**config.mk**
```make
export PLATFORM = sky130hd
export DESIGN_NAME = conv_job_sched_flat
export DESIGN_NICKNAME = d
export VERILOG_FILES = /design/src/rtl/conv_job_sched_pkg.sv /design/src/rtl/conv_job_sched_if.sv /design/src/rtl/conv_job_sched_fifo.sv /design/src/rtl/conv_job_sched.sv /design/src/flat_wrapper.sv
export SDC_FILE = /design/constraint.sdc
export NUM_CORES = 1
export LEC_CHECK = 0
export BUFFER_PORTS_ARGS = -buffer_cell sky130_fd_sc_hd__buf_2
export CAP_MARGIN = 20
export CORE_AREA = 2 2 132 134
export CTS_CLUSTER_SIZE = 16
export DETAILED_ROUTE_END_ITERATION = 12
export DIE_AREA = 0 0 134 136
export GPL_ROUTABILITY_DRIVEN = 0
export PLACE_DENSITY = 0.79
export SLEW_MARGIN = 20
export SYNTH_ARGS = -nofsm -noshare
export SYNTH_HDL_FRONTEND = slang
export SYNTH_SLANG_ARGS = --single-unit
```
**constraint.sdc**
```tcl
create_clock -name clk -period 3.67 [get_ports clk]
set_input_delay 0.5505 -clock clk [delete_from_list [all_inputs] [get_ports clk]]
set_output_delay 0.5505 -clock clk [all_outputs]
set_load 0.005 [all_outputs]
```
**src/rtl/conv_job_sched_pkg.sv**
```systemverilog
// Shared types for the conv-layer job scheduler: job descriptor, error codes, FSM states.
package conv_sched_pkg;

    localparam int CHN_WIDTH = 10;
    localparam int FMS_WIDTH = 8;
    localparam int ID_WIDTH  = 4;

    typedef struct packed {
        logic [CHN_WIDTH-1:0] ci;
        logic [CHN_WIDTH-1:0] co;
        logic                 stride;
        logic [FMS_WIDTH-1:0] ifm_size;
        logic [ID_WIDTH-1:0]  id;
    } job_t;

    typedef enum logic [1:0] {
        ERR_OK      = 2'b00,
        ERR_TIMEOUT = 2'b01,
        ERR_CFG     = 2'b10,
        ERR_ABORT   = 2'b11
    } err_e;

    typedef enum logic [2:0] {
        IDLE,
        LOAD,
        START,
        RUN,
        KRST,
        DONE
    } state_e;

endpackage

```
**src/rtl/conv_job_sched_if.sv**
```systemverilog
// Host-side job/completion handshake plus the conv2d_3x3 control/config bundle.
interface conv_job_sched_if #(
    parameter int CYC_WIDTH = 32
);
    import conv_sched_pkg::*;

    logic                 job_valid;
    logic                 job_ready;
    logic [CHN_WIDTH-1:0] job_ci;
    logic [CHN_WIDTH-1:0] job_co;
    logic                 job_stride;
    logic [FMS_WIDTH-1:0] job_ifm_size;
    logic [ID_WIDTH-1:0]  job_id;
    logic                 abort;

    logic [CHN_WIDTH-1:0] cfg_ci;
    logic [CHN_WIDTH-1:0] cfg_co;
    logic                 cfg_stride;
    logic [FMS_WIDTH-1:0] cfg_ifm_size;
    logic                 start_conv;
    logic                 kern_rstn;
    logic                 conv_done;
    logic                 ifm_read;
    logic                 wgt_read;

    logic                 busy;
    logic                 done_valid;
    logic [ID_WIDTH-1:0]  done_id;
    logic [1:0]           done_err;
    logic [CYC_WIDTH-1:0] done_cycles;

    modport slave (
        input  job_valid, job_ci, job_co, job_stride, job_ifm_size, job_id, abort,
        input  conv_done, ifm_read, wgt_read,
        output job_ready, cfg_ci, cfg_co, cfg_stride, cfg_ifm_size, start_conv, kern_rstn,
        output busy, done_valid, done_id, done_err, done_cycles
    );

    modport master (
        output job_valid, job_ci, job_co, job_stride, job_ifm_size, job_id, abort,
        output conv_done, ifm_read, wgt_read,
        input  job_ready, cfg_ci, cfg_co, cfg_stride, cfg_ifm_size, start_conv, kern_rstn,
        input  busy, done_valid, done_id, done_err, done_cycles
    );

endinterface

```
**src/rtl/conv_job_sched_fifo.sv**
```systemverilog
// Synchronous job-descriptor queue; pushes while full and pops while empty are dropped.
module sched_job_fifo
    import conv_sched_pkg::*;
#(
    parameter int DEPTH = 4
) (
    input  logic clk,
    input  logic rst,
    input  logic push,
    input  logic pop,
    input  job_t wr_data,
    output job_t rd_data,
    output logic full,
    output logic empty
);
    localparam int AW = $clog2(DEPTH);

    job_t          mem_q [DEPTH];
    logic [AW:0]   wr_ptr_q, wr_ptr_d;
    logic [AW:0]   rd_ptr_q, rd_ptr_d;
    logic          do_push, do_pop;

    // Extra pointer MSB distinguishes full from empty when the indices match.
    assign empty   = (wr_ptr_q == rd_ptr_q);
    assign full    = (wr_ptr_q == {~rd_ptr_q[AW], rd_ptr_q[AW-1:0]});
    assign do_push = push & ~full;
    assign do_pop  = pop & ~empty;
    assign rd_data = mem_q[rd_ptr_q[AW-1:0]];

    always_comb begin
        wr_ptr_d = wr_ptr_q;
        rd_ptr_d = rd_ptr_q;
        if (do_push) wr_ptr_d = wr_ptr_q + 1'b1;
        if (do_pop)  rd_ptr_d = rd_ptr_q + 1'b1;
    end

    always_ff @(posedge clk or posedge rst) begin
        if (rst) begin
            wr_ptr_q <= '0;
            rd_ptr_q <= '0;
        end else begin
            wr_ptr_q <= wr_ptr_d;
            rd_ptr_q <= rd_ptr_d;
        end
    end

    always_ff @(posedge clk) begin
        if (do_push) mem_q[wr_ptr_q[AW-1:0]] <= wr_data;
    end

endmodule

```
**src/rtl/conv_job_sched.sv**
```systemverilog
// Runs queued conv jobs one at a time on conv2d_3x3, with watchdog, abort and cycle accounting.
module conv_job_sched
    import conv_sched_pkg::*;
#(
    parameter int                   FIFO_DEPTH = 4,
    parameter int                   WDT_WIDTH  = 16,
    parameter logic [WDT_WIDTH-1:0] WDT_LIMIT  = 16'hFFFF,
    parameter int                   CYC_WIDTH  = 32
) (
    input  logic             clk,
    input  logic             rst,
    conv_job_sched_if.slave  bus
);
    localparam logic [WDT_WIDTH-1:0] WDT_LAST = WDT_LIMIT - 1'b1;

    state_e                state_q, state_d;
    job_t                  cfg_q, cfg_d;
    err_e                  err_q, err_d;
    logic [WDT_WIDTH-1:0]  wdt_q, wdt_d;
    logic [CYC_WIDTH-1:0]  cyc_q, cyc_d;
    logic                  krst_q, krst_d;
    logic                  conv_done_q, conv_done_d;

    job_t                  fifo_wr, fifo_rd;
    logic                  fifo_full, fifo_empty, pop;
    logic                  done_rise, kick;

    function automatic logic [CYC_WIDTH-1:0] sat_inc(input logic [CYC_WIDTH-1:0] v);
        return (&v) ? v : v + 1'b1;
    endfunction

    assign fifo_wr = '{ci: bus.job_ci, co: bus.job_co, stride: bus.job_stride,
                       ifm_size: bus.job_ifm_size, id: bus.job_id};

    sched_job_fifo #(.DEPTH(FIFO_DEPTH)) u_fifo (
        .clk     (clk),
        .rst     (rst),
        .push    (bus.job_valid),
        .pop     (pop),
        .wr_data (fifo_wr),
        .rd_data (fifo_rd),
        .full    (fifo_full),
        .empty   (fifo_empty)
    );

    // A done level carried over from the previous job never produces a rise.
    assign conv_done_d = bus.conv_done;
    assign done_rise   = bus.conv_done & ~conv_done_q;
    assign kick        = bus.ifm_read | bus.wgt_read;

    always_comb begin
        state_d = state_q;
        cfg_d   = cfg_q;
        err_d   = err_q;
        wdt_d   = wdt_q;
        cyc_d   = cyc_q;
        krst_d  = 1'b0;
        pop     = 1'b0;
        unique case (state_q)
            IDLE: begin
                if (!fifo_empty) begin
                    pop     = 1'b1;
                    cfg_d   = fifo_rd;
                    state_d = LOAD;
                end
            end
            LOAD: begin
                cyc_d = '0;
                if (cfg_q.ci == '0 || cfg_q.co == '0 || cfg_q.ifm_size < FMS_WIDTH'(3)) begin
                    err_d   = ERR_CFG;
                    state_d = DONE;
                end else begin
                    state_d = START;
                end
            end
            START: begin
                wdt_d   = '0;
                cyc_d   = '0;
                err_d   = ERR_OK;
                state_d = RUN;
            end
            RUN: begin
                cyc_d = sat_inc(cyc_q);
                if (bus.abort) begin
                    err_d   = ERR_ABORT;
                    state_d = KRST;
                end else if (done_rise) begin
                    err_d   = ERR_OK;
                    state_d = DONE;
                end else if (kick) begin
                    wdt_d = '0;
                end else if (wdt_q == WDT_LAST) begin
                    err_d   = ERR_TIMEOUT;
                    state_d = KRST;
                end else begin
                    wdt_d = wdt_q + 1'b1;
                end
            end
            KRST: begin
                cyc_d  = sat_inc(cyc_q);
                krst_d = ~krst_q;
                if (krst_q) state_d = DONE;
            end
            DONE:    state_d = IDLE;
            default: state_d = IDLE;
        endcase
    end

    always_ff @(posedge clk or posedge rst) begin
        if (rst) begin
            state_q     <= IDLE;
            cfg_q       <= '0;
            err_q       <= ERR_OK;
            wdt_q       <= '0;
            cyc_q       <= '0;
            krst_q      <= 1'b0;
            conv_done_q <= 1'b0;
        end else begin
            state_q     <= state_d;
            cfg_q       <= cfg_d;
            err_q       <= err_d;
            wdt_q       <= wdt_d;
            cyc_q       <= cyc_d;
            krst_q      <= krst_d;
            conv_done_q <= conv_done_d;
        end
    end

    assign bus.job_ready    = ~fifo_full;
    assign bus.cfg_ci       = cfg_q.ci;
    assign bus.cfg_co       = cfg_q.co;
    assign bus.cfg_stride   = cfg_q.stride;
    assign bus.cfg_ifm_size = cfg_q.ifm_size;
    assign bus.start_conv   = (state_q == START);
    assign bus.kern_rstn    = (state_q != KRST);
    assign bus.busy         = (state_q != IDLE) | ~fifo_empty;
    assign bus.done_valid   = (state_q == DONE);
    assign bus.done_id      = cfg_q.id;
    assign bus.done_err     = err_q;
    assign bus.done_cycles  = cyc_q;

endmodule

```
**src/flat_wrapper.sv**
```systemverilog
// flat-port wrapper written by rule: the top's interface ports become plain ports
module conv_job_sched_flat import conv_sched_pkg::*;
#(
    parameter int                   FIFO_DEPTH = 4,
    parameter int                   WDT_WIDTH  = 16,
    parameter logic [WDT_WIDTH-1:0] WDT_LIMIT  = 16'hFFFF,
    parameter int                   CYC_WIDTH  = 32
)
  (clk, rst, bus_job_valid, bus_job_ci, bus_job_co, bus_job_stride, bus_job_ifm_size, bus_job_id, bus_abort, bus_conv_done, bus_ifm_read, bus_wgt_read, bus_job_ready, bus_cfg_ci, bus_cfg_co, bus_cfg_stride, bus_cfg_ifm_size, bus_start_conv, bus_kern_rstn, bus_busy, bus_done_valid, bus_done_id, bus_done_err, bus_done_cycles);
  conv_job_sched_if #(.CYC_WIDTH(CYC_WIDTH)) bus_i ();
  input  logic clk;
  input  logic rst;
  input wire logic [$bits(bus_i.job_valid)-1:0] bus_job_valid;
  input wire logic [$bits(bus_i.job_ci)-1:0] bus_job_ci;
  input wire logic [$bits(bus_i.job_co)-1:0] bus_job_co;
  input wire logic [$bits(bus_i.job_stride)-1:0] bus_job_stride;
  input wire logic [$bits(bus_i.job_ifm_size)-1:0] bus_job_ifm_size;
  input wire logic [$bits(bus_i.job_id)-1:0] bus_job_id;
  input wire logic [$bits(bus_i.abort)-1:0] bus_abort;
  input wire logic [$bits(bus_i.conv_done)-1:0] bus_conv_done;
  input wire logic [$bits(bus_i.ifm_read)-1:0] bus_ifm_read;
  input wire logic [$bits(bus_i.wgt_read)-1:0] bus_wgt_read;
  output wire logic [$bits(bus_i.job_ready)-1:0] bus_job_ready;
  output wire logic [$bits(bus_i.cfg_ci)-1:0] bus_cfg_ci;
  output wire logic [$bits(bus_i.cfg_co)-1:0] bus_cfg_co;
  output wire logic [$bits(bus_i.cfg_stride)-1:0] bus_cfg_stride;
  output wire logic [$bits(bus_i.cfg_ifm_size)-1:0] bus_cfg_ifm_size;
  output wire logic [$bits(bus_i.start_conv)-1:0] bus_start_conv;
  output wire logic [$bits(bus_i.kern_rstn)-1:0] bus_kern_rstn;
  output wire logic [$bits(bus_i.busy)-1:0] bus_busy;
  output wire logic [$bits(bus_i.done_valid)-1:0] bus_done_valid;
  output wire logic [$bits(bus_i.done_id)-1:0] bus_done_id;
  output wire logic [$bits(bus_i.done_err)-1:0] bus_done_err;
  output wire logic [$bits(bus_i.done_cycles)-1:0] bus_done_cycles;
  assign bus_i.job_valid = bus_job_valid;
  assign bus_i.job_ci = bus_job_ci;
  assign bus_i.job_co = bus_job_co;
  assign bus_i.job_stride = bus_job_stride;
  assign bus_i.job_ifm_size = bus_job_ifm_size;
  assign bus_i.job_id = bus_job_id;
  assign bus_i.abort = bus_abort;
  assign bus_i.conv_done = bus_conv_done;
  assign bus_i.ifm_read = bus_ifm_read;
  assign bus_i.wgt_read = bus_wgt_read;
  assign bus_job_ready = bus_i.job_ready;
  assign bus_cfg_ci = bus_i.cfg_ci;
  assign bus_cfg_co = bus_i.cfg_co;
  assign bus_cfg_stride = bus_i.cfg_stride;
  assign bus_cfg_ifm_size = bus_i.cfg_ifm_size;
  assign bus_start_conv = bus_i.start_conv;
  assign bus_kern_rstn = bus_i.kern_rstn;
  assign bus_busy = bus_i.busy;
  assign bus_done_valid = bus_i.done_valid;
  assign bus_done_id = bus_i.done_id;
  assign bus_done_err = bus_i.done_err;
  assign bus_done_cycles = bus_i.done_cycles;
  conv_job_sched #(.FIFO_DEPTH(FIFO_DEPTH), .WDT_WIDTH(WDT_WIDTH), .WDT_LIMIT(WDT_LIMIT), .CYC_WIDTH(CYC_WIDTH)) u_core (.clk(clk), .rst(rst), .bus(bus_i));
endmodule
```
# ---- Yosys cells after proc, flatten, opt, wreduce, memory -nomap -nowiden
# Memory sizes are Yosys's and may differ from the RTL's. A register that Yosys moved wholly into a read port is not among the register bits.
# Cells that the tools add are included.
# Widths: inputs -> output; s select.
dict set report word_totals {
  regBits 61
  latchBits 0
  ramBits 132
  rom_bits 0
  input_bits 40
  output_inout_bits 72
  elab_cells 85
  memories 1
}
dict set report classes {
  add_sub_neg 4
  multipliers 0
  div 0
  n_lt_le_gt_ge 1
  eq_ne 18
  shifts 0
  muxes 26
  bitwise 10
  reduce_logical 17
}
# name words word_bits rd rd_ports_with_merged_regs write_ports line_no
set mem_list {}
lappend mem_list {u_core.u_fifo.mem_q 4 33 1 1 1 conv_job_sched_fifo.sv:18} ;# job_t mem_q [DEPTH];
# op n
set op_table {}
lappend op_table {{$mux 16} 4}
lappend op_table {{$pmux 32 s2} 1}
lappend op_table {{$add 32x1->32 const B} 1}
lappend op_table {{$mux 32} 1}
lappend op_table {{$pmux 16 s2} 1}
lappend op_table {{$reduce_and 32->1} 1}
lappend op_table {{$mux 3} 7}
lappend op_table {{$logic_not 10->1} 2}
lappend op_table {{$add 16x1->16 const B} 1}
lappend op_table {{$eq 16x16->1 const B} 1}
lappend op_table {{$pmux 3 s5} 1}
lappend op_table {{$reduce_and 4->1} 3}
lappend op_table {{$mux 2} 5}
lappend op_table {{$lt 8x2->1 const B} 1}
lappend op_table {{$ne 2x2->1 const B} 4}
lappend op_table {{$add 3x1->3 const B} 2}
lappend op_table {{$eq 3x2->1 const B} 2}
lappend op_table {{$eq 3x3->1} 2}
lappend op_table {{$eq 3x3->1 const B} 2}
lappend op_table {{$pmux 2 s3} 1}
lappend op_table {{$reduce_bool 3->1} 2}
lappend op_table {{$mux 1} 5}
lappend op_table {{$not 1->1} 5}
lappend op_table {{$ne 2x1->1 const B} 2}
lappend op_table {{12 further kinds} 19}

# ---- Logic depth before layout (Yosys ltp)
dict set report logic_depth {
  word_depth 6
  depth_mapped 8
}

# ---- By module
# A second synthesis with hierarchy kept.
dict set report unflattened {
  cells_unflattened 669
  hier_area_um2 9865.7
}
# mod instances cells_per_inst area_each_um2 seq_area_each_um2
set by_module_without_submodules {}
lappend by_module_without_submodules {sched_job_fifo 1 222 5273.8 4113.9}
lappend by_module_without_submodules {conv_job_sched 1 447 4591.9 2202.1}

# ---- Worst setup path before layout
# Ideal clock, no wire load.
dict set report synth_timing {
  path_kind {register to register}
  from {register u_core.u_fifo.rd_ptr_q[1]}
  to {memory u_core.u_fifo.mem_q[3][0] (netlist name), enable pin}
  arrival_time_ns 1.886
  required_ns 3.275
  setup_slack_ns 1.389
  path_stages_with_launch 6
  n_path_buf 1
  period_less_slack_ns 2.281
  cell_sequence {dfrtp_1 > clkbuf_1 > xor2_1 > nor2_1 > nand2_1 > and3_1}
}
dict set report synth_between {
  elab_chain_cells 5
}
# item line_no
set synth_lines {}
lappend synth_lines {{start: declaration} conv_job_sched_fifo.sv:20} ;# logic [AW:0] rd_ptr_q, rd_ptr_d;
lappend synth_lines {{start signal: assignment} conv_job_sched_fifo.sv:43} ;# rd_ptr_q <= rd_ptr_d;
lappend synth_lines {{$eq 3x3->1} conv_job_sched_fifo.sv:25} ;# assign full = (wr_ptr_q == {~rd_ptr_q[AW], rd_ptr_q[AW-1:0]});
lappend synth_lines {{$not 1->1} -}
lappend synth_lines {{named net bus_job_ready} flat_wrapper.sv:23} ;# output wire logic [$bits(bus_i.job_ready)-1:0] bus_job_ready;
lappend synth_lines {{$and 1x1->1} conv_job_sched_fifo.sv:26} ;# assign do_push = push & ~full;
lappend synth_lines {{$mux 1} conv_job_sched_fifo.sv:48} ;# if (do_push) mem_q[wr_ptr_q[AW-1:0]] <= wr_data;
lappend synth_lines {{$mux 1 (not written as such)} conv_job_sched_fifo.sv:48}
lappend synth_lines {{end: declaration} conv_job_sched_fifo.sv:18}
# The timed path passes the listed nets, and every way through them passes these cells.

# ---- Worst setup path after layout
dict set report layout_timing {
  from {register u_core.u_fifo.wr_ptr_q[1]}
  to {output bus_busy}
}
dict set report layout_between {
  elab_chain_cells 3
}
# item line_no
set layout_lines {}
lappend layout_lines {{start: declaration} conv_job_sched_fifo.sv:19} ;# logic [AW:0] wr_ptr_q, wr_ptr_d;
lappend layout_lines {{start signal: assignment} conv_job_sched_fifo.sv:42} ;# wr_ptr_q <= wr_ptr_d;
lappend layout_lines {{$eq 3x3->1} conv_job_sched_fifo.sv:24} ;# assign empty = (wr_ptr_q == rd_ptr_q);
lappend layout_lines {{$not 1->1 (no line)} -}
lappend layout_lines {{$or 1x1->1} conv_job_sched.sv:136} ;# assign bus.busy = (state_q != IDLE) | ~fifo_empty;
lappend layout_lines {{end: declaration} flat_wrapper.sv:30} ;# output wire logic [$bits(bus_i.busy)-1:0] bus_busy;
# No other way between the ends.

==> load_flow_metrics.sql <==
INSERT INTO impl_metrics (metric_group, metric, value, unit) VALUES
('status', 'outcome', 'completed', ''),
('drt', 'post_drt_wl_per_cell', '20.4', 'um'),
('critical_path', 'worst_setup_path_start_kind', 'register', ''),
('global_route', 'globalRouteTotalUtil', '22.8', '%'),
('critical_path', 'path_max_fanout', '5', ''),
('die', 'floorplan.die.width', '134', 'um'),
('cells_and_area', 'post_route_cells_drive_above_1_share', '30.6', '%'),
('clock_tree', 'cts_setup_buffers', '0', ''),
('drt', 'final_routed_wirelength', '20600', 'um'),
('synthesis', 'most_frequently_used_flop_master_after_synthesis', 'sky130_fd_sc_hd__edfxtp_1', ''),
('synthesis', 'post-synth-top-area-fraction', '41.2', '%'),
('critical_path', 'start_to_end_type_of_the_worst_setup_path', 'register to primary output', ''),
('synthesis', 'cell_count_after_synthesis', '649', ''),
('sta', 'maxSlewHeadroom', '37.7', '%'),
('clock_tree', 'clock_tree_from_tritoncts', 'done', ''),
('clock_tree', 'clock_path_buffers', '3', ''),
('global_route', 'initial_antenna_violation_count', '1', ''),
('die', 'num_rows', '48', ''),
('synthesis', 'ys_ff_latch', '226', ''),
('clock_tree', 'post_cts_resize_count', '0', ''),
('synthesis', 'mappedNetlistArea', '9620', 'um2'),
('synthesis', 'synth_enable_flop_cells', '132', ''),
('drt', 'drt_drc_violations_left', '0', ''),
('synthesis', 'synthDominantAreaCellType', 'sky130_fd_sc_hd__edfxtp_1', ''),
('die', 'fp.dieArea', '18200', 'um2'),
('synthesis', 'netlist-cell-type-count', '60', ''),
('placed_design', 'estimated_wirelength_of_the_detail_placed_design', '12900', 'um'),
('sta', 'tns', '0', 'ns'),
('die', 'die_height', '136', 'um'),
('sta', 'final_min_period_over_clock_period', '71.0', '%'),
('clock_tree', 'clk_pin_slew', '0.06', 'ns'),
('cells_and_area', 'nets', '815', ''),
('hold_path', 'hold_path_class', 'input port to register', ''),
('clock_tree', 'hold_buffers', '0', ''),
('drt', 'detail_route.first_pass.iterations', '5', ''),
('synthesis', 'synth-seq-area-share', '65.7', '%'),
('sta', 'timing.final.hold_violations', '0', ''),
('die', 'core_region_area', '16900', 'um2'),
('clock_tree', 'clk_root_buffer_cell', 'sky130_fd_sc_hd__clkbuf_16', ''),
('synthesis', 'syn_nets', '697', ''),
('global_route', 'globalRoute.totalOverflow', '0', ''),
('sta', 'min_period', '2.61', 'ns'),
('synthesis', 'postSynthAreaPerCell', '14.8', 'um2'),
('pwr', 'power.density_cell_area', '749', 'nW/um2'),
('sta', 'setup_violations', '0', ''),
('sta', 'finalMaxSlewViolations', '0', ''),
('die', 'pin_count', '112', ''),
('sta', 'rsz_0062_raised_after_global_routing', 'no', ''),
('drt', 'detail_route.vias_per_cell', '6.16', ''),
('drt', 'final_antenna_net_count', '0', ''),
('clock_tree', 'htreeDepth', '1', ''),
('die', 'initial_core_utilization', '57.0', '%'),
('placed_design', 'numPortBuffers', '111', ''),
('critical_path', 'crit_path_end_kind', 'primary output', ''),
('sta', 'max_slew.worst_pin.slew', '0.934', 'ns'),
('global_route', 'vias_in_the_first_global_route', '6250', ''),
('critical_path', 'worstPathRequired', '3.12', 'ns'),
('global_route', 'maximum_number_of_pins_on_one_net_before_global_route_repair', '66', ''),
('critical_path', 'worst-endpoint-arrival', '2.06', 'ns'),
('clock_tree', 'tritoncts.num_buffers', '23', ''),
('global_route', 'grt_first_pass_wirelength', '32500', 'um'),
('synthesis', 'synth.area.top_cells', 'sky130_fd_sc_hd__edfxtp_1 41%, sky130_fd_sc_hd__dfrtp_1 24%, sky130_fd_sc_hd__mux4_2 7.7%', ''),
('clock_tree', 'worst_skew_pair.late_latency', '0.51', 'ns'),
('clock_tree', 'tritoncts_num_sinks', '226', ''),
('job', 'timing.max_cap.violations', '0', ''),
('cells_and_area', 'syn_to_final_growth', '15.3', '%'),
('synthesis', 'ys.warnings.count', '0', ''),
('cells_and_area', 'layout.core_utilization', '65.7', '%'),
('sta', 'finClkSkew', '0.00693', 'ns'),
('drt', 'dr_total_vias', '6217', ''),
('pwr', 'worst_ir_drop_vdd', '536', 'uV'),
('pwr', 'p_leak', '4.33', 'nW'),
('synthesis', 'ys_async_sr_fraction', '41.6', '%'),
('drt', 'detailedRoute.firstIterationViolations', '491', ''),
('sta', 'timing.fmax', '0.384', 'GHz');
-- power breakdown --
group	switching (mW)	leakage, nW	internal (mW)
combinational	1.31	1.58	1.13
clock	0.929	0.332	1.19
sequential	0.365	2.42	3.37
total	2.61	4.33	5.69
-- sequential cells by signal, summed over array words and instances, names as in the netlist, 2 cells and up --
| name | cells |
|---|---|
| u_core.bus.done_id | 4 |
| u_core.wdt_q | 16 |
| u_core.bus.done_cycles | 32 |
| u_core.state_q | 3 |
| u_core.bus.done_err | 2 |
| u_core.u_fifo.rd_ptr_q | 3 |
| u_core.bus.cfg_ci | 10 |
| u_core.bus.cfg_co | 10 |
| u_core.u_fifo.mem_q | 132 |
| u_core.u_fifo.wr_ptr_q | 3 |
| u_core.bus.cfg_ifm_size | 8 |
-- routing by layer --
| layer | vias to the layer above | global-route usage, % | share of wire (%) |
|---|---|---|---|
| li1 | 2802 | - | - |
| met1 | 3140 | 29.3 | 40 |
| met2 | 250 | 40.1 | 52 |
| met3 | 25 | 4.40 | 6.1 |
| met4 | 0 | 6.26 | 1.8 |
| met5 | - | 0 | 0 |
-- stage by stage --
stage | instance area [um2] | total power [mW] | instances | setup slack (ns) | hold WS [ns]
6_report | 11100 | 8.30 | 1010 | 1.06 | 0.174
5_1_grt | 11100 | 8.70 | 1010 | 0.968 | 0.163
2_1_floorplan | 9620 | 5.38 | 649 | 0.671 | 0.404
4_1_cts | 11100 | 8.34 | 1009 | 1.10 | 0.160
3_5_place_dp | 10400 | 6.20 | 967 | 1.31 | 0.426
3_3_place_gp | 10400 | 6.09 | 967 | 1.38 | 0.426
-- synthesized netlist by cell type (all sizes together), types with 8 or more instances --
| master | number |
|---|---|
| inv | 13 |
| mux4 | 33 |
| or3 | 10 |
| a21oi | 22 |
| nand3 | 24 |
| dfrtp | 94 |
| or4 | 9 |
| nand2 | 38 |
| mux2 | 35 |
| and3 | 15 |
| edfxtp | 132 |
| nor3 | 15 |
| clkbuf | 13 |
| nand4 | 14 |
| o31ai | 26 |
| nor2 | 28 |
| nor4 | 11 |
| ha | 8 |
| buf | 12 |
| o21ai | 25 |
-- critical path, stage by stage, from the launching register on --
cell and delay (ns):
sky130_fd_sc_hd__dfrtp_1 0.45, sky130_fd_sc_hd__xor2_1 0.20, sky130_fd_sc_hd__nor3_1 0.59, sky130_fd_sc_hd__nand2_1 0.14
sky130_fd_sc_hd__buf_2 0.17
-- logic make-up (layout without fill, tap and decap cells) --
logic type / Yosys count / in the layout / synth area share (%)
and+or+nand+nor: 187 / 187 / 10.8
DFF: 226 / 226 / 65.7
xor gates and xnor gates: 11 / 11 / 1.00
muxes: 71 / 71 / 12.1
adders and majority gates: 8 / 8 / 1.04
AOI/OAI and AO/OA: 108 / 108 / 7.60
buffers and inverters: 38 / 173 / 1.77
other: 0 / 1 / 0
-- cells in the final DEF (no fill, tap or decap), drive strengths merged, types with 15 or more instances in the layout --
master  instances
nor3           15
dfrtp          94
o21ai          25
nand3          24
edfxtp        132
nand2          38
clkbuf         35
and3           15
o31ai          26
buf           118
a21oi          22
nor2           28
mux2           35
mux4           33
-- path summary, 6_finish.rpt --
| check | startpoint | endpoint | slack, ns | cells past startpoint |
|---|---|---|---|---|
| setup reg to reg | u_core.state_q[1] | u_core.bus.done_cycles[31] | 1.37 | 5 |
| hold / removal | bus_conv_done | u_core.conv_done_q | 0.17 | 1 |
| setup / recovery | u_core.u_fifo.wr_ptr_q[1] | bus_busy | 1.06 | 4 |
| min in group asynchronous | rst | u_core.bus.cfg_ifm_size[1] | 0.21 | 2 |
| hold reg to reg | u_core.krst_q | u_core.krst_q | 0.46 | 1 |
| max in group asynchronous | rst | u_core.wdt_q[10] | 2.68 | 3 |
-- area by class of cell --
| class | instances | area (um2) |
|---|---|---|
| Inverter | 13 | 51.3 |
| Antenna cell | 1 | 2.50 |
| Multi-Input combinational cell | 385 | 3140 |
| Timing Repair Buffer | 118 | 608 |
| Fill cell | 1159 | 5790 |
| Clock buffer | 35 | 631 |
| Clock inverter | 7 | 47.5 |
| Tap cell | 225 | 282 |
| Sequential cell | 226 | 6320 |
No activity file was read; power rests on OpenSTA's default activity.
